`config.mk`:
```
export PLATFORM = sky130hd
export DESIGN_NAME = cam_ctrl
export DESIGN_NICKNAME = d
export VERILOG_FILES = /design/src/rtl/cam_pkg.sv /design/src/rtl/cam_free_enc.sv /design/src/rtl/cam_ctrl.sv
export SDC_FILE = /design/constraint.sdc
export NUM_CORES = 1
export LEC_CHECK = 0
export BUFFER_PORTS_ARGS = -buffer_cell sky130_fd_sc_hd__buf_2
export CAP_MARGIN = 0
export CORE_MARGIN = 2
export CORE_UTILIZATION = 54
export CTS_CLUSTER_SIZE = 24
export DETAILED_ROUTE_END_ITERATION = 7
export PLACE_DENSITY_LB_ADDON = 0.1
export SLEW_MARGIN = 20
export SYNTH_ARGS = -nofsm -noshare
export SYNTH_HDL_FRONTEND = slang
export SYNTH_SLANG_ARGS = --single-unit
```
`constraint.sdc`:
```
create_clock -name clk -period 2.5 [get_ports clk]
set_clock_uncertainty 0.05 [all_clocks]
set_input_delay 0.625 -clock clk [delete_from_list [all_inputs] [get_ports clk]]
set_output_delay 0.625 -clock clk [all_outputs]
set_load 0.005 [all_outputs]
```
`src/rtl/cam_pkg.sv`:
```
`default_nettype none
// ============================================================================
// Module   : cam_pkg
// Purpose  : Shared FSM state/op encodings and tombstone default for cam_ctrl.
// Revision : 1.0
// ============================================================================
package cam_pkg;

    typedef enum logic [2:0] {
        ST_INIT      = 3'd0,
        ST_IDLE      = 3'd1,
        ST_CMP       = 3'd2,
        ST_WR        = 3'd3,
        ST_WAIT_BUSY = 3'd4,
        ST_DONE      = 3'd5
    } state_t;

    typedef enum logic [1:0] {
        OP_INIT = 2'd0,
        OP_INS  = 2'd1,
        OP_DEL  = 2'd2,
        OP_LK   = 2'd3
    } op_t;

    // All-ones key of the given width marks an empty entry.
    function automatic int tombstone_of(input int width);
        return (1 << width) - 1;
    endfunction

endpackage
`default_nettype wire

```
`src/rtl/cam_free_enc.sv`:
```
`default_nettype none
// ============================================================================
// Module   : cam_free_enc
// Purpose  : Priority encoder returning the lowest-index invalid CAM entry.
// Revision : 1.0
// ============================================================================
module cam_free_enc #(
    parameter int ADDR_WIDTH = 2
) (
    input  logic [2**ADDR_WIDTH-1:0] valid,
    output logic [ADDR_WIDTH-1:0]    idx,
    output logic                     any_free
);

    localparam int DEPTH = 2**ADDR_WIDTH;

    always_comb begin
        idx = '0;
        for (int i = DEPTH - 1; i >= 0; i--) begin
            if (!valid[i]) idx = ADDR_WIDTH'(i);
        end
    end

    assign any_free = ~(&valid);

endmodule
`default_nettype wire

```
`src/rtl/cam_ctrl.sv`:
```
`default_nettype none
// ============================================================================
// Module   : cam_ctrl
// Purpose  : Insert/delete/lookup controller with valid bitmap over a 1-cycle CAM.
// Revision : 1.0
// ============================================================================
module cam_ctrl
    import cam_pkg::*;
#(
    parameter int DATA_WIDTH = 4,
    parameter int ADDR_WIDTH = 2,
    parameter int TOMBSTONE  = tombstone_of(DATA_WIDTH)
) (
    input  logic                  clk,
    input  logic                  rst,
    input  logic                  ins_valid,
    input  logic [DATA_WIDTH-1:0] ins_data,
    output logic                  ins_ready,
    input  logic                  del_valid,
    input  logic [ADDR_WIDTH-1:0] del_addr,
    output logic                  del_ready,
    input  logic                  lk_valid,
    input  logic [DATA_WIDTH-1:0] lk_data,
    output logic                  lk_ready,
    output logic                  done,
    output logic [ADDR_WIDTH-1:0] res_addr,
    output logic                  res_hit,
    output logic                  res_dup,
    output logic                  res_err,
    output logic [ADDR_WIDTH:0]   count,
    output logic                  full,
    output logic                  init_busy,
    output logic                  cam_we,
    output logic [DATA_WIDTH-1:0] cam_din,
    output logic [ADDR_WIDTH-1:0] cam_waddr,
    output logic [DATA_WIDTH-1:0] cam_cmp_din,
    input  logic                  cam_busy,
    input  logic                  cam_match,
    input  logic [ADDR_WIDTH-1:0] cam_match_addr
);

    localparam int                    DEPTH     = 2**ADDR_WIDTH;
    localparam logic [DATA_WIDTH-1:0] TOMB      = DATA_WIDTH'(TOMBSTONE);
    localparam logic [ADDR_WIDTH-1:0] LAST_IDX  = ADDR_WIDTH'(DEPTH - 1);
    localparam logic [ADDR_WIDTH:0]   DEPTH_CNT = (ADDR_WIDTH + 1)'(DEPTH);
    localparam logic [ADDR_WIDTH:0]   CNT_ONE   = (ADDR_WIDTH + 1)'(1);

    state_t                state_q, state_d;
    op_t                   op_q, op_d;
    logic [ADDR_WIDTH-1:0] init_idx_q, init_idx_d;
    logic [DATA_WIDTH-1:0] key_q, key_d;
    logic [ADDR_WIDTH-1:0] addr_q, addr_d;
    logic                  cmp_wait_q, cmp_wait_d;
    logic [DEPTH-1:0]      valid_q, valid_d;
    logic [ADDR_WIDTH:0]   count_q, count_d;
    logic                  last_ins_q, last_ins_d;
    logic                  ins_ready_q, ins_ready_d;
    logic                  del_ready_q, del_ready_d;
    logic                  lk_ready_q, lk_ready_d;
    logic                  done_q, done_d;
    logic [ADDR_WIDTH-1:0] res_addr_q, res_addr_d;
    logic                  res_hit_q, res_hit_d;
    logic                  res_dup_q, res_dup_d;
    logic                  res_err_q, res_err_d;
    logic                  init_busy_q, init_busy_d;
    logic                  cam_we_q, cam_we_d;
    logic [DATA_WIDTH-1:0] cam_din_q, cam_din_d;
    logic [ADDR_WIDTH-1:0] cam_waddr_q, cam_waddr_d;
    logic [DATA_WIDTH-1:0] cam_cmp_din_q, cam_cmp_din_d;

    logic [ADDR_WIDTH-1:0] w_free_idx;
    logic                  w_any_free;
    logic                  w_hit;
    logic                  w_fin;
    logic                  w_fin_err;
    logic                  w_fin_hit;
    logic                  w_fin_dup;
    logic [ADDR_WIDTH-1:0] w_fin_addr;

    cam_free_enc #(
        .ADDR_WIDTH (ADDR_WIDTH)
    ) u_free_enc (
        .valid    (valid_q),
        .idx      (w_free_idx),
        .any_free (w_any_free)
    );

    // A CAM match on a stale (tombstoned) slot must not count as a hit.
    assign w_hit = cam_match && valid_q[cam_match_addr];

    always_comb begin
        state_d       = state_q;
        op_d          = op_q;
        init_idx_d    = init_idx_q;
        key_d         = key_q;
        addr_d        = addr_q;
        cmp_wait_d    = cmp_wait_q;
        valid_d       = valid_q;
        count_d       = count_q;
        last_ins_d    = last_ins_q;
        ins_ready_d   = 1'b0;
        del_ready_d   = 1'b0;
        lk_ready_d    = 1'b0;
        done_d        = 1'b0;
        res_addr_d    = res_addr_q;
        res_hit_d     = res_hit_q;
        res_dup_d     = res_dup_q;
        res_err_d     = res_err_q;
        init_busy_d   = init_busy_q;
        cam_we_d      = 1'b0;
        cam_din_d     = cam_din_q;
        cam_waddr_d   = cam_waddr_q;
        cam_cmp_din_d = cam_cmp_din_q;
        w_fin         = 1'b0;
        w_fin_err     = 1'b0;
        w_fin_hit     = 1'b0;
        w_fin_dup     = 1'b0;
        w_fin_addr    = '0;

        case (state_q)
            ST_INIT: begin
                if (!cam_busy) begin
                    cam_we_d    = 1'b1;
                    cam_din_d   = TOMB;
                    cam_waddr_d = init_idx_q;
                    op_d        = OP_INIT;
                    state_d     = ST_WAIT_BUSY;
                end
            end
            ST_IDLE: begin
                if (del_valid && del_ready_q) begin
                    op_d   = OP_DEL;
                    addr_d = del_addr;
                    if (valid_q[del_addr]) begin
                        state_d = ST_WR;
                    end else begin
                        w_fin      = 1'b1;
                        w_fin_err  = 1'b1;
                        w_fin_addr = del_addr;
                    end
                end else if (ins_valid && ins_ready_q) begin
                    op_d       = OP_INS;
                    key_d      = ins_data;
                    last_ins_d = 1'b1;
                    if (ins_data == TOMB) begin
                        w_fin     = 1'b1;
                        w_fin_err = 1'b1;
                    end else begin
                        cam_cmp_din_d = ins_data;
                        cmp_wait_d    = 1'b0;
                        state_d       = ST_CMP;
                    end
                end else if (lk_valid && lk_ready_q) begin
                    op_d       = OP_LK;
                    key_d      = lk_data;
                    last_ins_d = 1'b0;
                    if (lk_data == TOMB) begin
                        w_fin = 1'b1;
                    end else begin
                        cam_cmp_din_d = lk_data;
                        cmp_wait_d    = 1'b0;
                        state_d       = ST_CMP;
                    end
                end else if (!cam_busy) begin
                    if (del_valid) begin
                        del_ready_d = 1'b1;
                    end else if (ins_valid && lk_valid) begin
                        lk_ready_d  = last_ins_q;
                        ins_ready_d = !last_ins_q;
                    end else begin
                        ins_ready_d = ins_valid;
                        lk_ready_d  = lk_valid;
                    end
                end
            end
            ST_CMP: begin
                // First cycle presents the key; the CAM answers in the second.
                if (!cmp_wait_q) begin
                    cmp_wait_d = 1'b1;
                end else if (op_q == OP_LK) begin
                    w_fin      = 1'b1;
                    w_fin_hit  = w_hit;
                    w_fin_addr = w_hit ? cam_match_addr : '0;
                end else if (w_hit) begin
                    w_fin      = 1'b1;
                    w_fin_dup  = 1'b1;
                    w_fin_addr = cam_match_addr;
                end else if (!w_any_free) begin
                    w_fin     = 1'b1;
                    w_fin_err = 1'b1;
                end else begin
                    addr_d  = w_free_idx;
                    state_d = ST_WR;
                end
            end
            ST_WR: begin
                if (!cam_busy) begin
                    cam_we_d    = 1'b1;
                    cam_waddr_d = addr_q;
                    state_d     = ST_WAIT_BUSY;
                    if (op_q == OP_DEL) begin
                        cam_din_d       = TOMB;
                        valid_d[addr_q] = 1'b0;
                        count_d         = count_q - CNT_ONE;
                    end else begin
                        cam_din_d       = key_q;
                        valid_d[addr_q] = 1'b1;
                        count_d         = count_q + CNT_ONE;
                    end
                end
            end
            ST_WAIT_BUSY: begin
                // Skip the strobe cycle itself: the CAM raises busy only after it.
                if (!cam_we_q && !cam_busy) begin
                    if (op_q != OP_INIT) begin
                        w_fin      = 1'b1;
                        w_fin_addr = addr_q;
                    end else if (init_idx_q == LAST_IDX) begin
                        init_busy_d = 1'b0;
                        state_d     = ST_IDLE;
                    end else begin
                        init_idx_d = init_idx_q + 1'b1;
                        state_d    = ST_INIT;
                    end
                end
            end
            ST_DONE: begin
                state_d = ST_IDLE;
            end
            default: begin
                state_d = ST_INIT;
            end
        endcase

        if (w_fin) begin
            state_d    = ST_DONE;
            done_d     = 1'b1;
            res_err_d  = w_fin_err;
            res_hit_d  = w_fin_hit;
            res_dup_d  = w_fin_dup;
            res_addr_d = w_fin_addr;
        end
    end

    always_ff @(posedge clk) begin
        if (!rst) begin
            state_q     <= ST_INIT;
            op_q        <= OP_INIT;
            init_idx_q  <= '0;
            cmp_wait_q  <= 1'b0;
            valid_q     <= '0;
            count_q     <= '0;
            last_ins_q  <= 1'b0;
            ins_ready_q <= 1'b0;
            del_ready_q <= 1'b0;
            lk_ready_q  <= 1'b0;
            done_q      <= 1'b0;
            res_addr_q  <= '0;
            res_hit_q   <= 1'b0;
            res_dup_q   <= 1'b0;
            res_err_q   <= 1'b0;
            init_busy_q <= 1'b1;
            cam_we_q    <= 1'b0;
            cam_din_q   <= '0;
            cam_waddr_q <= '0;
        end else begin
            state_q     <= state_d;
            op_q        <= op_d;
            init_idx_q  <= init_idx_d;
            cmp_wait_q  <= cmp_wait_d;
            valid_q     <= valid_d;
            count_q     <= count_d;
            last_ins_q  <= last_ins_d;
            ins_ready_q <= ins_ready_d;
            del_ready_q <= del_ready_d;
            lk_ready_q  <= lk_ready_d;
            done_q      <= done_d;
            res_addr_q  <= res_addr_d;
            res_hit_q   <= res_hit_d;
            res_dup_q   <= res_dup_d;
            res_err_q   <= res_err_d;
            init_busy_q <= init_busy_d;
            cam_we_q    <= cam_we_d;
            cam_din_q   <= cam_din_d;
            cam_waddr_q <= cam_waddr_d;
        end
    end

    // Request payload and compare key are left unreset so a reset never
    // disturbs the compare bus while the CAM may still be busy.
    always_ff @(posedge clk) begin
        key_q         <= key_d;
        addr_q        <= addr_d;
        cam_cmp_din_q <= cam_cmp_din_d;
    end

    assign ins_ready   = ins_ready_q;
    assign del_ready   = del_ready_q;
    assign lk_ready    = lk_ready_q;
    assign done        = done_q;
    assign res_addr    = res_addr_q;
    assign res_hit     = res_hit_q;
    assign res_dup     = res_dup_q;
    assign res_err     = res_err_q;
    assign count       = count_q;
    assign full        = (count_q == DEPTH_CNT);
    assign init_busy   = init_busy_q;
    assign cam_we      = cam_we_q;
    assign cam_din     = cam_din_q;
    assign cam_waddr   = cam_waddr_q;
    assign cam_cmp_din = cam_cmp_din_q;

endmodule
`default_nettype wire

```
## After elaboration in Yosys (flattened, before gate mapping)

Cells that the tools add are included.
W data, S select, Z words.

- Add/subtract/negate cells: 3
- Bitwise logic cells: 9
- Multiplexer cells: 98
- $lt $le $gt $ge: 4
- Reductions and logical operators: 33
- Equal/unequal tests: 42

Operators with widths:

| kind | count |
|---|---|
| $mux W3 | 15 |
| $mux W2 | 21 |
| $mux W1 | 40 |
| $mux W4 | 10 |
| $ne A3 B3 Y1 const B | 10 |
| $ne A2 B2 Y1 const B | 13 |
| $reduce_and A11 Y1 | 2 |
| $ne A4 B4 Y1 const B | 4 |
| $ne A5 B5 Y1 const B | 3 |
| $pmux W3 S5 | 1 |
| $pmux W2 S2 | 3 |
| $reduce_and A4 Y1 | 3 |
| $reduce_and A5 Y1 | 2 |
| $reduce_bool A2 Y1 | 5 |
| $eq A3 B3 Y1 const B | 3 |
| $lt A2 B3 Y1 const B | 3 |
| $reduce_and A3 Y1 | 3 |
| $eq A4 B4 Y1 const B | 2 |
| $pmux W4 S2 | 1 |
| $logic_and A1 B1 Y1 | 7 |
| $reduce_or A7 Y1 | 1 |
| $eq A2 B2 Y1 const B | 3 |
| $eq A3 B2 Y1 const B | 2 |
| $not A1 Y1 | 6 |
| other kinds (20) | 26 |

- Logic and storage cells: 212
- Register bits after elaboration: 43
- Bits of input ports: 19

## Depth between registers and ports, before layout

Gate-level depths: netlist of run 1.

- Depth after elaboration: 9
- Depth in mapped cells: 7
- Depth with buffers taken out: 6

## Cells and area by module

From an unflattened synthesis of run 1, not the netlist that was laid out.

- Cells, all modules: 211
- Area, all modules: 2092.0 um^2

By module, submodules not included:

| module | times used | sequential area each (um^2) | cells an instance | area each (um^2) |
|---|---|---|---|---|
| cam_ctrl | 1 | 960.9 | 206 | 2063.2 |
| cam_free_enc | 1 | 0.0 | 5 | 28.8 |

## Worst setup path before layout of run 1

No wires, ideal clock.

- Path kind: input to register
- Start point: in cam_busy
- End point: reg state_q[2]
- Arrival: 1.973 ns
- Setup time: 0.122 ns
- Stages: 6
- Buffers on the path: 1
- Setup slack: 0.356 ns
- Cell sequence: clkbuf_1 or2_2 o22ai_1 a2111oi_4 nand3_2 o311a_1

- Longest elaborated chain between the ends: 6
- Elaborated cells between the ends (all ways): 17
- Those cells by class: 11 x eq/ne; 3 x mux; 3 x reduce/logical

Ends and longest elaborated chain:

| element | RTL line | RTL |
|---|---|---|
| start, declared | cam_ctrl.sv:37 | `input logic cam_busy,` |
| $logic_not A1 Y1 | cam_ctrl.sv:214 | `if (!cam_we_q && !cam_busy) begin` |
| $logic_and A1 B1 Y1 | cam_ctrl.sv:214 |  |
| $mux W1 | cam_ctrl.sv:214 |  |
| $pmux W1 S3 | cam_ctrl.sv:120 | `case (state_q)` |
| $ne A5 B5 Y1 (no line), or another cell as far along | n/a |  |
| $reduce_and A11 Y1 (no line) | n/a |  |
| end signal, assigned | cam_ctrl.sv:267 | `state_q <= state_d;` |
| end, declared | cam_ctrl.sv:48 | `state_t state_q, state_d;` |

Parallel ways exist; a longest one is shown, timed or not.
A chain may end at the register's enable or synchronous reset.

## Worst setup path in the final report of run 1

- Start point: reg state_q[0]
- End point: reg state_q[1]

- Longest elaborated chain between the ends: 4
- Elaborated cells between the ends (all ways): 22
- Those cells by class: 16 x eq/ne; 2 x mux; 4 x reduce/logical

Ends and longest elaborated chain:

| element | RTL line |
|---|---|
| $eq A3 B2 Y1 or $logic_not A3 Y1 (tied branches) | cam_ctrl.sv:120 |
| $reduce_or A2 Y1 (no line) | n/a |
| $ne A2 B2 Y1 (no line) | n/a |
| $reduce_and A11 Y1 (no line) | n/a |

Parallel ways exist; a longest one is shown, timed or not.

==> results of run 1 <==
cell families after synthesis:
| family | count (synthesis) |
|---|---|
| and+or+nand+nor | 112 |
| AOI/OAI and AO/OA | 48 |
| DFF | 43 |
| buffers and inverters | 18 |
| muxes | 10 |
| xor gates and xnor gates | 5 |
| adders and majority gates | 2 |
sequential cells by signal, indices dropped and copies added, names as in the netlist, 2 cells and up, named ones only:
register	cells
res_addr	2
cam_cmp_din	4
cam_waddr	2
addr_q	2
state_q	3
init_idx_q	2
cam_din	4
count	3
key_q	4
op_q	2
routing by layer:
metal	vias to the layer above	track usage [%]
met3	6	5.236
met2	53	37.00
met1	880	33.15
met4	0	6.122
li1	946	-
met5	-	0
synth_stat cells, drive strengths merged, types with 2 or more instances:
library cell and n:
nand2 38, dfxtp 33, nor2 29, o22ai 11, edfxtp 10, o21ai 10
a21oi 8, mux2i 8, nand3 8, inv 7, buf 6, nand4 6
nor3 5, a211oi 4, and3 4, clkbuf 4, nand2b 4, and2 3
nand3b 3, nor3b 3, nor4 3, or3b 3, xor2 3, a21o 2
a31oi 2, mux4 2, xnor2 2
per-stage QoR:
step	total power, mW	hold slack, ns	cells	area (um^2)
2_1_floorplan	1.195	0.3888	238	2126
3_3_place_gp	1.336	0.3794	324	2395
3_5_place_dp	1.345	0.3885	324	2395
4_1_cts	1.891	0.3999	332	2511
5_1_grt	2.001	0.4324	332	2511
6_report	1.890	0.3932	332	2511
worst min-delay path, delay by kind of cell (launching register included):
kind | cells | cell delay (ns)
DFF | 1 | 0.31
and+or+nand+nor | 2 | 0.09
power groups by stage:
stage	sequential, mW	clock (mW)	combinational, mW
after global routing	0.881	0.592	0.528
after detailed placement	0.882	0	0.463
after CTS	0.866	0.558	0.466
after floorplan	0.841	0	0.355
final	0.868	0.552	0.469
after global placement	0.880	0	0.456
how the worst max path moves through the flow:
stage | end | slack (ns) | cells after the start
final | state_q[1]$_SDFFE_PP0P_ | 0.33 | 5
after global placement | state_q[2]$_SDFFE_PN0P_ | 0.22 | 6
after floorplan | state_q[2]$_SDFFE_PN0P_ | 0.36 | 6
after global routing | state_q[1]$_SDFFE_PP0P_ | 0.17 | 5
after CTS | state_q[1]$_SDFFE_PP0P_ | 0.34 | 5
after detailed placement | state_q[2]$_SDFFE_PN0P_ | 0.19 | 6
cell type report:
type,count,share of cell area [%]
clock buffers,5,2.740
clock inverters,3,1.893
inverters,8,1.196
multi-input cells,177,43.45
flip-flops and latches,43,38.27
well taps,48,2.392
repair buffers,48,10.06
==> parameters.txt, run 1 <==
Parameter                              Value

Power and ir drop
  Part of the total power dissipated in the clock network    29.2%
  Reported leakage power    1.040 nW
  Switching share of power    30.85%
  Register share of total power    45.9%
  Worst IR drop on VDD    0.0003875 V
  Areal power density over the cells    752.4 nW/um^2
  Power spent charging and discharging nets    582.9 uW
  Combinational share of power    24.8%
  Cell internal pwr    1.307 mW

Synth
  Cell type with the largest total area after synthesis    dfxtp_1
  Post-synthesis net count    259
  Fraction of the mapped netlist area in simple logic gates    25.78%
  Dominant combinational cell family by area after synthesis    simple AND/OR/NAND/NOR gates
  Library cells used by synthesis    50
  XOR/XNOR Fraction of Synth Area    2.060%
  Mapped Area    2126 um^2
  Post-synthesis average cell area    8.932 um^2
  Share of synthesized flip-flops with an asynchronous set or reset    0%
  Fraction of post-synthesis cell area in the top cell type by area    31.08%
  Share of cell area taken by muxes after synthesis    6.062%
  Yosys reg bits    43
  Synth area leaders    dfxtp_1, edfxtp_1, nand2_1
  Synth Area in Compound Gates    15.89%
  Main flop type after synthesis    dfxtp_1
  Number of standard cells after synthesis    238
  Sequential cell area fraction in the yosys report    45.20%
  Number of warning messages in the yosys log    0
  Number of synthesized flops with an enable pin    10
  Adder-Cell Fraction of Synth Area    1.530%

Global routing
  Initial antenna violation count    0
  Via count of the first global-routing pass    1,700
  GRT Resource Usage Total    23.67%
  Largest net degree at the start of global routing    27
  First-pass GRT wire length    7976 um
  Remaining Overflow, GRT    0

CTS
  Clock-pin slew on the worst setup and hold paths    0.08 ns
  Number of H-tree levels    2
  Clock latency at the later pin of the worst-skew pair    0.30 ns
  Clk root buf    clkbuf_8
  Cts bufs inserted    5
  Number of buffers inserted for hold repair after clock tree synthesis    0
  Sink count of the clock tree    43
  Clock Tree Buf Depth    2
  Post-CTS Setup Inserts    0
  Number of resized instances in the post-cts repair step    0
  CTS tree    built

Finish
  Commonest non-fill, non-tap cell in the layout    buf_2
  Share of final-layout standard cells stronger than drive strength 1    23.59%
  Combined flip-flop and latch cell area    960.9 um^2
  Commonest non-fill, non-tap cells in the layout    buf_2, nand2_1, dfxtp_1
  Number of diodes added for antenna fixing    0
  Number of filler instances in the final layout    340
  Area grow syn2layout    18.13%
  Final cell utilization of the core    67.58%
  Total Nets Final    304
  Area used by multi-input combinational logic    1091 um^2

Min path
  Start point of the worst min-delay path    init_busy$_SDFFE_PN1P_
  Hold-critical path depth    2
  Type of the worst min-delay path    register to register
  Worst min-delay path endpoint    init_busy$_SDFFE_PN1P_

Setup path
  Kind of cell adding the most delay to the critical path    compound AO/OA/AOI/OAI gates
  Cells along the critical path    or3b_2 > a21oi_2 > a31oi_1 > a21bo_2 > a311oi_1
  CP Launch Point    state_q[0]$_SDFFE_PN0P_
  Launching element type of the critical path    register
  Worst path slowest cell    or3b_2
  Required @ worst endpoint    2.66 ns
  Worst Setup Path Type    register to register
  Arrival time at the worst endpoint    2.33 ns
  Critical path capture point type    register
  Slack of the worst reg-to-reg path    0.33 ns
  Largest driver fanout on the critical path    13
  Beginning of the worst register-to-register path    state_q[0]$_SDFFE_PN0P_
  RR Endpoint    state_q[1]$_SDFFE_PP0P_
  Worst Reg2Reg Path Length in Cells    5
  Bufs and invs on worst path    0
  Biggest cell delay along the critical path    0.58 ns

Timing
  Setup violators final    0
  Headroom to the max-slew limit    59.60%
  Final Max Tran Viols    0
  Setup TNS after final layout    0 ns
  Setup repair after global routing missed its margin    false
  Final number of hold-violating endpoints    0
  Final setup slack of the worst path    0.3323 ns
  Achievable frequency    461.3 MHz
  Minimum period implied by the final worst setup slack    2.168 ns
  Slew at the pin with the worst max-slew slack    0.6037 ns
  Post-route fraction of the period consumed by the critical path    86.71%

Routing
  Drt first-iter violations    131
  Length of routed met2 wiring    2235 um
  Post-Route M1 WL    2252 um
  Via-per-instance ratio    5.678
  Number of optimization iterations in the first detailed-route pass    4
  Routed wire length    4820 um
  Total number of vias    1,885
  Routed wire length on met3    275 um
  Remaining antenna violation count    0
  Average wire length per cell after detail routing    14.52 um
  DRC violations left    0
  Top routing layer in use    met4

Outcome
  Outcome    complete, no violations

Run
  Count of max-cap constraint violations    0

Floorplanning
  Width of the die    66.74 um
  Number of placement rows    22
  Chip Height    66.74 um
  Initial core utilization    57.21%
  Area of the core    3716 um^2
  Area of the die    4454 um^2
  Count of pins on the block boundary    44

Placed design
  Port Buf Inserts    43
  Setup Slack @ Placement    0.1880 ns
  Final HPWL DP    3571 um
  Placer congestion estimate    0.8306
Note: power is estimated with default switching activity, not from simulation.
==> inputs of run 2 (changes only) <==
SYNTH_HIERARCHICAL = 1   (was default)
==> run 2 against run 1 <==
Net effect: synthesized cell count fell by 11%; sequential cell count did not move; combinational power fell by 81%; maximum frequency rose by 3.4%; sequential share of layout area rose by 0.76 points; clock power fell by 3%; wire length fell by 9.3%; hold slack improved by 0.0016 ns; via count fell by 8.4%; critical path type unchanged; critical endpoint is now state_q[0]$_SDFFE_PN0P_; largest power group unchanged; highest routed layer unchanged.
==> parameters.txt, run 2 <==
Parameter                              Value

Finish
  Finished Layout Cells    307 (-7.5%)
  Number of diodes added for antenna fixing    0 (unchanged)
  Total Nets Final    279 (-8.2%)
  Share of final-layout standard cells stronger than drive strength 1    29.73% (+6.1 points)
  Final design area excluding fillers    2462 um^2 (-1.9%)
  Commonest non-fill, non-tap cells in the layout    buf_2, dfxtp_1, nor2_1
  Area grow syn2layout    17.70%
  Commonest non-fill, non-tap cell in the layout    buf_2

Timing
  Minimum period implied by the final worst setup slack    2.096 ns (-0.07141 ns)
  Achievable frequency    477.0 MHz (+3.4%)
  Post-route fraction of the period consumed by the critical path    83.85% (-2.9 points)
  Worst hold slack across all endpoints    0.3948 ns (+0.001609 ns)
  Setup violators final    0 (unchanged)
  Setup repair after global routing missed its margin    false
  Setup TNS after final layout    0 ns (unchanged)
  Slew at the pin with the worst max-slew slack    0.4427 ns (-0.1611 ns)
  Final setup slack of the worst path    0.4037 ns (+0.07141 ns)
  Final number of hold-violating endpoints    0 (unchanged)
  Final Max Tran Viols    0 (unchanged)
  Headroom to the max-slew limit    69.64% (+10 points)

Floorplanning
  Count of pins on the block boundary    44 (unchanged)
  Width of the die    66.24 um (-0.75%)
  Number of placement rows    22 (unchanged)
  Area of the die    4388 um^2 (-1.5%)
  Area of the core    3689 um^2 (-0.74%)
  Initial core utilization    56.72% (-0.49 points)
  Chip Height    66.24 um (-0.75%)

Power and ir drop
  Switching share of power    21.78% (-9.1 points)
  Areal power density over the cells    550.9 nW/um^2 (-27%)
  Power spent charging and discharging nets    295.5 uW (-49%)
  Cell internal pwr    1.061 mW (-19%)
  Worst IR drop on VDD    0.0003202 V (-17%)
  Reported leakage power    1.050 nW (+0.92%)
  Part of the total power dissipated in the clock network    39.6% (+10 points)
  Combinational share of power    6.6% (-18 points)
  Register share of total power    53.8% (+7.9 points)

Synth
  Adder-Cell Fraction of Synth Area    1.555% (+0.025 points)
  Cell type with the largest total area after synthesis    dfxtp_1
  Dominant combinational cell family by area after synthesis    simple AND/OR/NAND/NOR gates
  XOR/XNOR Fraction of Synth Area    2.093% (+0.033 points)
  Number of warning messages in the yosys log    6 (+6)
  Synth Area in Compound Gates    16.03% (+0.14 points)
  Number of standard cells after synthesis    211 (-11%)
  Sequential cell area fraction in the yosys report    45.93% (+0.73 points)
  Most repeated cell in the gate-level netlist after synthesis    dfxtp_1
  Mapped Area    2092 um^2 (-1.6%)
  Number of synthesized flops with an enable pin    10 (unchanged)
  Ranking of synthesized cells by instance count    dfxtp_1, nor2_1, nand2_1
  Share of synthesized flip-flops with an asynchronous set or reset    0% (unchanged)
  Synth area leaders    dfxtp_1, edfxtp_1, mux2i_1
  Fraction of post-synthesis cell area in the top cell type by area    31.58% (+0.50 points)
  Library cells used by synthesis    57 (+14%)
  Main flop type after synthesis    dfxtp_1
  Post-synthesis net count    232 (-10%)
  Fraction of the mapped netlist area in simple logic gates    21.65% (-4.1 points)
  Post-synthesis average cell area    9.915 um^2 (+11%)
  Share of cell area taken by muxes after synthesis    8.493% (+2.4 points)
  Yosys reg bits    43 (unchanged)

Placed design
  Area after detailed placement    2350 um^2 (-1.9%)
  Placed cells    299 (-7.7%)
  Placer congestion estimate    0.8530 (+2.7%)
  Final HPWL DP    3212 um (-10%)
  Setup Slack @ Placement    0.1809 ns (-0.007166 ns)
  Port Buf Inserts    43 (unchanged)

Routing
  Routed wire length    4371 um (-9.3%)
  Remaining antenna violation count    0 (unchanged)
  Total number of vias    1,726 (-8.4%)
  Drt first-iter violations    97 (-26%)
  Via-per-instance ratio    5.622 (-0.98%)
  Number of optimization iterations in the first detailed-route pass    4 (unchanged)
  Average wire length per cell after detail routing    14.24 um (-1.9%)
  DRC violations left    0 (unchanged)

Setup path
  Arrival time at the worst endpoint    2.24 ns (-0.09 ns)
  Launching element type of the critical path    register
  Worst Reg2Reg Path Length in Cells    7 (+2)
  Critical path capture point type    register
  Required @ worst endpoint    2.64 ns (-0.02 ns)
  Largest driver fanout on the critical path    10 (-3)
  Worst Setup Path Type    register to register

Run
  Count of max-cap constraint violations    0 (unchanged)

CTS
  Number of H-tree levels    2 (unchanged)
  Cts bufs inserted    5 (unchanged)
  Sink count of the clock tree    43 (unchanged)
  Post-CTS Setup Inserts    0 (unchanged)
  Number of resized instances in the post-cts repair step    0 (unchanged)
  Clock-pin slew on the worst setup and hold paths    0.08 ns (about the same)
  Clk root buf    clkbuf_8
  Number of buffers inserted for hold repair after clock tree synthesis    0 (unchanged)
  CTS tree    built
  Clock Tree Buf Depth    2 (unchanged)
  Clock latency at the later pin of the worst-skew pair    0.29 ns (about the same)

Global routing
  Via count of the first global-routing pass    1,592 (-6.4%)
  First-pass GRT wire length    7189 um (-9.9%)
  Initial antenna violation count    0 (unchanged)
  GRT Resource Usage Total    21.61% (-2.1 points)
  Largest net degree at the start of global routing    20 (-26%)
  Remaining Overflow, GRT    0 (unchanged)

Outcome
  Outcome    complete, no violations

Min path
  Type of the worst min-delay path    register to register
  Hold-critical path depth    2 (unchanged)
[run 2: cell types whose count changed after synthesis, sizes merged, moves of 4 or more]
cell,change
nand2,-15
o22ai,-7
mux2,+6
nor2,-5
o21ai,-5
nor2b,+4
o221a,+4
[run 2: critical path, cell delays in order (launching register included)]
cell and delay (ns):
dfxtp_1 0.54, or3b_1 0.25, a21oi_4 0.08, nand2b_4 0.10, inv_2 0.07, a2111o_2 0.46, and2_1 0.18, a311o_1 0.26
[run 2: worst paths after layout]
check	from	endpoint	slack, ns
worst max-delay path	state_q[1]$_SDFFE_PP0P_	state_q[0]$_SDFFE_PN0P_	0.40
worst min-delay path	init_busy$_SDFFE_PN1P_	init_busy$_SDFFE_PN1P_	0.39
worst max register to register	state_q[1]$_SDFFE_PP0P_	state_q[0]$_SDFFE_PN0P_	0.40
worst min register to register	init_busy$_SDFFE_PN1P_	init_busy$_SDFFE_PN1P_	0.39
[run 2: metrics by stage]
step                      power [mW]  util [%]
after CTS                      1.370     66.76
after detailed placement      0.8358     63.70
final                          1.357     66.76
after floorplan               0.7960         -
after global routing           1.408     66.76
after global placement        0.8338     63.70
[run 2: cell type report]
| cell class | instances | area [um^2] |
|---|---|---|
| clock buffer | 5 | 68.82 |
| clock inverter | 3 | 43.79 |
| fill | 323 | 1226 |
| tap | 48 | 60.06 |
| multi-input combinational | 153 | 1042 |
| inverter | 5 | 18.77 |
| sequential | 43 | 960.9 |
| timing repair buffer | 50 | 267.8 |
[run 2: power by group through the flow]
| stage | sequential [mW] | combinational, mW | clock (mW) |
|---|---|---|---|
| finish | 0.730 | 0.0893 | 0.537 |
| floorplan | 0.744 | 0.0520 | 0 |
| detailed placement | 0.747 | 0.0893 | 0 |
| CTS | 0.730 | 0.0896 | 0.551 |
| global route | 0.732 | 0.100 | 0.576 |
| global placement | 0.746 | 0.0876 | 0 |
[run 2: metal layers]
layer | GRT usage (%) | vias up | routed length (um)
met1 | 30.05 | 798 | 2089
met2 | 33.50 | 52 | 2005
li1 | - | 869 | -
met4 | 7.653 | 0 | 53
met5 | 0 | - | 0
met3 | 4.089 | 7 | 222
[run 2: logic make-up after synthesis]
family | after synthesis
XOR/XNOR | 5
buffers and inverters | 15
multiplexers | 17
AO/OA/AOI/OAI | 41
adder cells (fa/ha/maj) | 2
flip-flops | 43
AND/OR/NAND/NOR | 88
==> inputs of run 3 (changes only) <==
clock period = 2.16 ns   (was 2.5 ns; I/O delays follow)
==> run 3 against run 2 <==
Net effect: cell count grew 2.0%; total power grew 8.3%; core utilization increased by 0.68 points; register-to-register slack worse by 0.30 ns; first-iteration DRC count down 20%; clock power is 3% lower; maximum frequency rose by 2.0%; clock-buffer cell count is the same; combinational power up 18%; hold slack gained 0.0086 ns; non-clock buffer count grew 6; critical path type unchanged; largest power group unchanged.
==> parameters.txt, run 3 (synthesis gave the netlist of run 2 again) <==
Parameter                              Value

Outcome
  Outcome    complete, no violations

Global routing
  Largest net degree at the start of global routing    20 (unchanged)
  Remaining Overflow, GRT    0 (unchanged)
  Via count of the first global-routing pass    1,608 (+1.0%)
  First-pass GRT wire length    7376 um (+2.6%)
  GRT Resource Usage Total    22.14% (+0.52 points)
  Initial antenna violation count    0 (unchanged)

Timing
  Slew at the pin with the worst max-slew slack    0.3874 ns (-0.05532 ns)
  Final Max Tran Viols    0 (unchanged)
  Final number of hold-violating endpoints    0 (unchanged)
  Headroom to the max-slew limit    73.44% (+3.8 points)
  Setup TNS after final layout    0 ns (unchanged)
  Minimum period implied by the final worst setup slack    2.056 ns (-0.04076 ns)
  Setup repair after global routing missed its margin    false
  Final setup slack of the worst path    0.1045 ns (-0.2992 ns)
  Setup violators final    0 (unchanged)
  Post-route fraction of the period consumed by the critical path    95.16% (+11 points)
  Achievable frequency    486.5 MHz (+2.0%)

Routing
  Total number of vias    1,746 (+1.2%)
  Remaining antenna violation count    0 (unchanged)
  Number of optimization iterations in the first detailed-route pass    4 (unchanged)
  Post-Route M1 WL    2089 um (unchanged)
  Routed wire length on met3    247 um (+11%)
  Routed wire length    4346 um (-0.57%)
  Via-per-instance ratio    5.578 (-0.78%)
  DRC violations left    0 (unchanged)
  Average wire length per cell after detail routing    13.88 um (-2.5%)
  Length of routed met2 wiring    1963 um (-2.1%)
  Drt first-iter violations    78 (-20%)
  Top routing layer in use    met4

Min path
  Type of the worst min-delay path    register to register

CTS
  Sink count of the clock tree    43 (unchanged)
  Clock latency at the later pin of the worst-skew pair    0.29 ns (about the same)
  CTS tree    built
  Clock-pin slew on the worst setup and hold paths    0.09 ns (about the same)
  Number of H-tree levels    2 (unchanged)
  Number of buffers inserted for hold repair after clock tree synthesis    0 (unchanged)
  Post-CTS Setup Inserts    0 (unchanged)
  Clock Tree Buf Depth    2 (unchanged)
  Clk root buf    clkbuf_8
  Number of resized instances in the post-cts repair step    0 (unchanged)
  Cts bufs inserted    5 (unchanged)

Finish
  Commonest non-fill, non-tap cells in the layout    buf_2, dfxtp_1, nor2_1
  Commonest non-fill, non-tap cell in the layout    buf_2
  Final cell utilization of the core    67.44% (+0.68 points)
  Number of diodes added for antenna fixing    0 (unchanged)
  Area grow syn2layout    18.90%
  Final design area excluding fillers    2487 um^2 (+1.0%)
  Finished Layout Cells    313 (+2.0%)
  Total Nets Final    285 (+2.2%)
  Share of final-layout standard cells stronger than drive strength 1    31.32% (+1.6 points)

Placed design
  Placer congestion estimate    0.8539 (+0.11%)
  Setup Slack @ Placement    0.007290 ns (-0.1736 ns)
  Placed cells    305 (+2.0%)
  Port Buf Inserts    43 (unchanged)
  Final HPWL DP    3306 um (+2.9%)
  Area after detailed placement    2395 um^2 (+1.9%)

Power and ir drop
  Areal power density over the cells    590.7 nW/um^2 (+7.2%)
  Worst IR drop on VDD    0.0004140 V (+29%)
  Reported leakage power    1.062 nW (+1.2%)

Floorplanning
  Initial core utilization    56.72% (unchanged)
  Width of the die    66.24 um (unchanged)
  Chip Height    66.24 um (unchanged)
  Number of placement rows    22 (unchanged)
  Count of pins on the block boundary    44 (unchanged)
  Area of the core    3689 um^2 (unchanged)
  Area of the die    4388 um^2 (unchanged)

Setup path
  Largest driver fanout on the critical path    10 (unchanged)
  Arrival time at the worst endpoint    2.18 ns (-0.06 ns)
  Critical path capture point type    register
  Launching element type of the critical path    register
  Worst Setup Path Type    register to register
  Required @ worst endpoint    2.29 ns (-0.35 ns)

Run
  Count of max-cap constraint violations    0 (unchanged)
[run 3: changes by cell type in the layout (fill, tap and decap cells not counted), sizes merged]
cell | before | now
inv | 4 | 5
clkinv | 3 | 1
bufinv | 1 | 0
buf | 50 | 56
clkinvlp | 0 | 2
[run 3: metrics by stage]
step	hold slack (ns)	total power, mW
after floorplan	0.3888	0.9213
after global placement	0.3815	0.9672
after detailed placement	0.3979	0.9695
after CTS	0.4096	1.484
after global routing	0.4226	1.532
final	0.4034	1.469
[run 3: area by class of cell]
cell class | count | area, um^2
sequential | 43 | 960.9
inverter | 5 | 18.77
multi-input combinational | 153 | 1042
clock inverter | 3 | 23.77
clock buffer | 5 | 68.82
fill | 319 | 1201
timing repair buffer | 56 | 312.8
tap | 48 | 60.06
[run 3: final timing paths]
path,cells after the start,slack (ns),end,startpoint
min reg2reg,2,0.40,init_busy$_SDFFE_PN1P_,init_busy$_SDFFE_PN1P_
min,2,0.40,init_busy$_SDFFE_PN1P_,init_busy$_SDFFE_PN1P_
max reg2reg,6,0.10,res_hit$_SDFFE_PN0P_,state_q[1]$_SDFFE_PP0P_
max,6,0.10,res_hit$_SDFFE_PN0P_,state_q[1]$_SDFFE_PP0P_
[run 3: metal layers]
| metal | global-route usage (%) | up-vias |
|---|---|---|
| li1 | - | 877 |
| met1 | 29.77 | 819 |
| met2 | 35.25 | 45 |
| met3 | 5.111 | 5 |
| met4 | 6.888 | 0 |
| met5 | 0 | - |
[run 3: where the power goes]
group	leakage (nW)	internal [mW]	switching [mW]
Clock	0.0408	0.231	0.288
Combinational	0.664	0.0511	0.0538
Sequential	0.358	0.835	0.0105
[run 3: worst max-delay path, cell delays in order, from the launching register on]
cell	delay, ns
dfxtp_1	0.41
or3b_1	0.49
buf_4	0.20
a211oi_2	0.40
a2111o_2	0.17
buf_4	0.14
o21ai_0	0.09
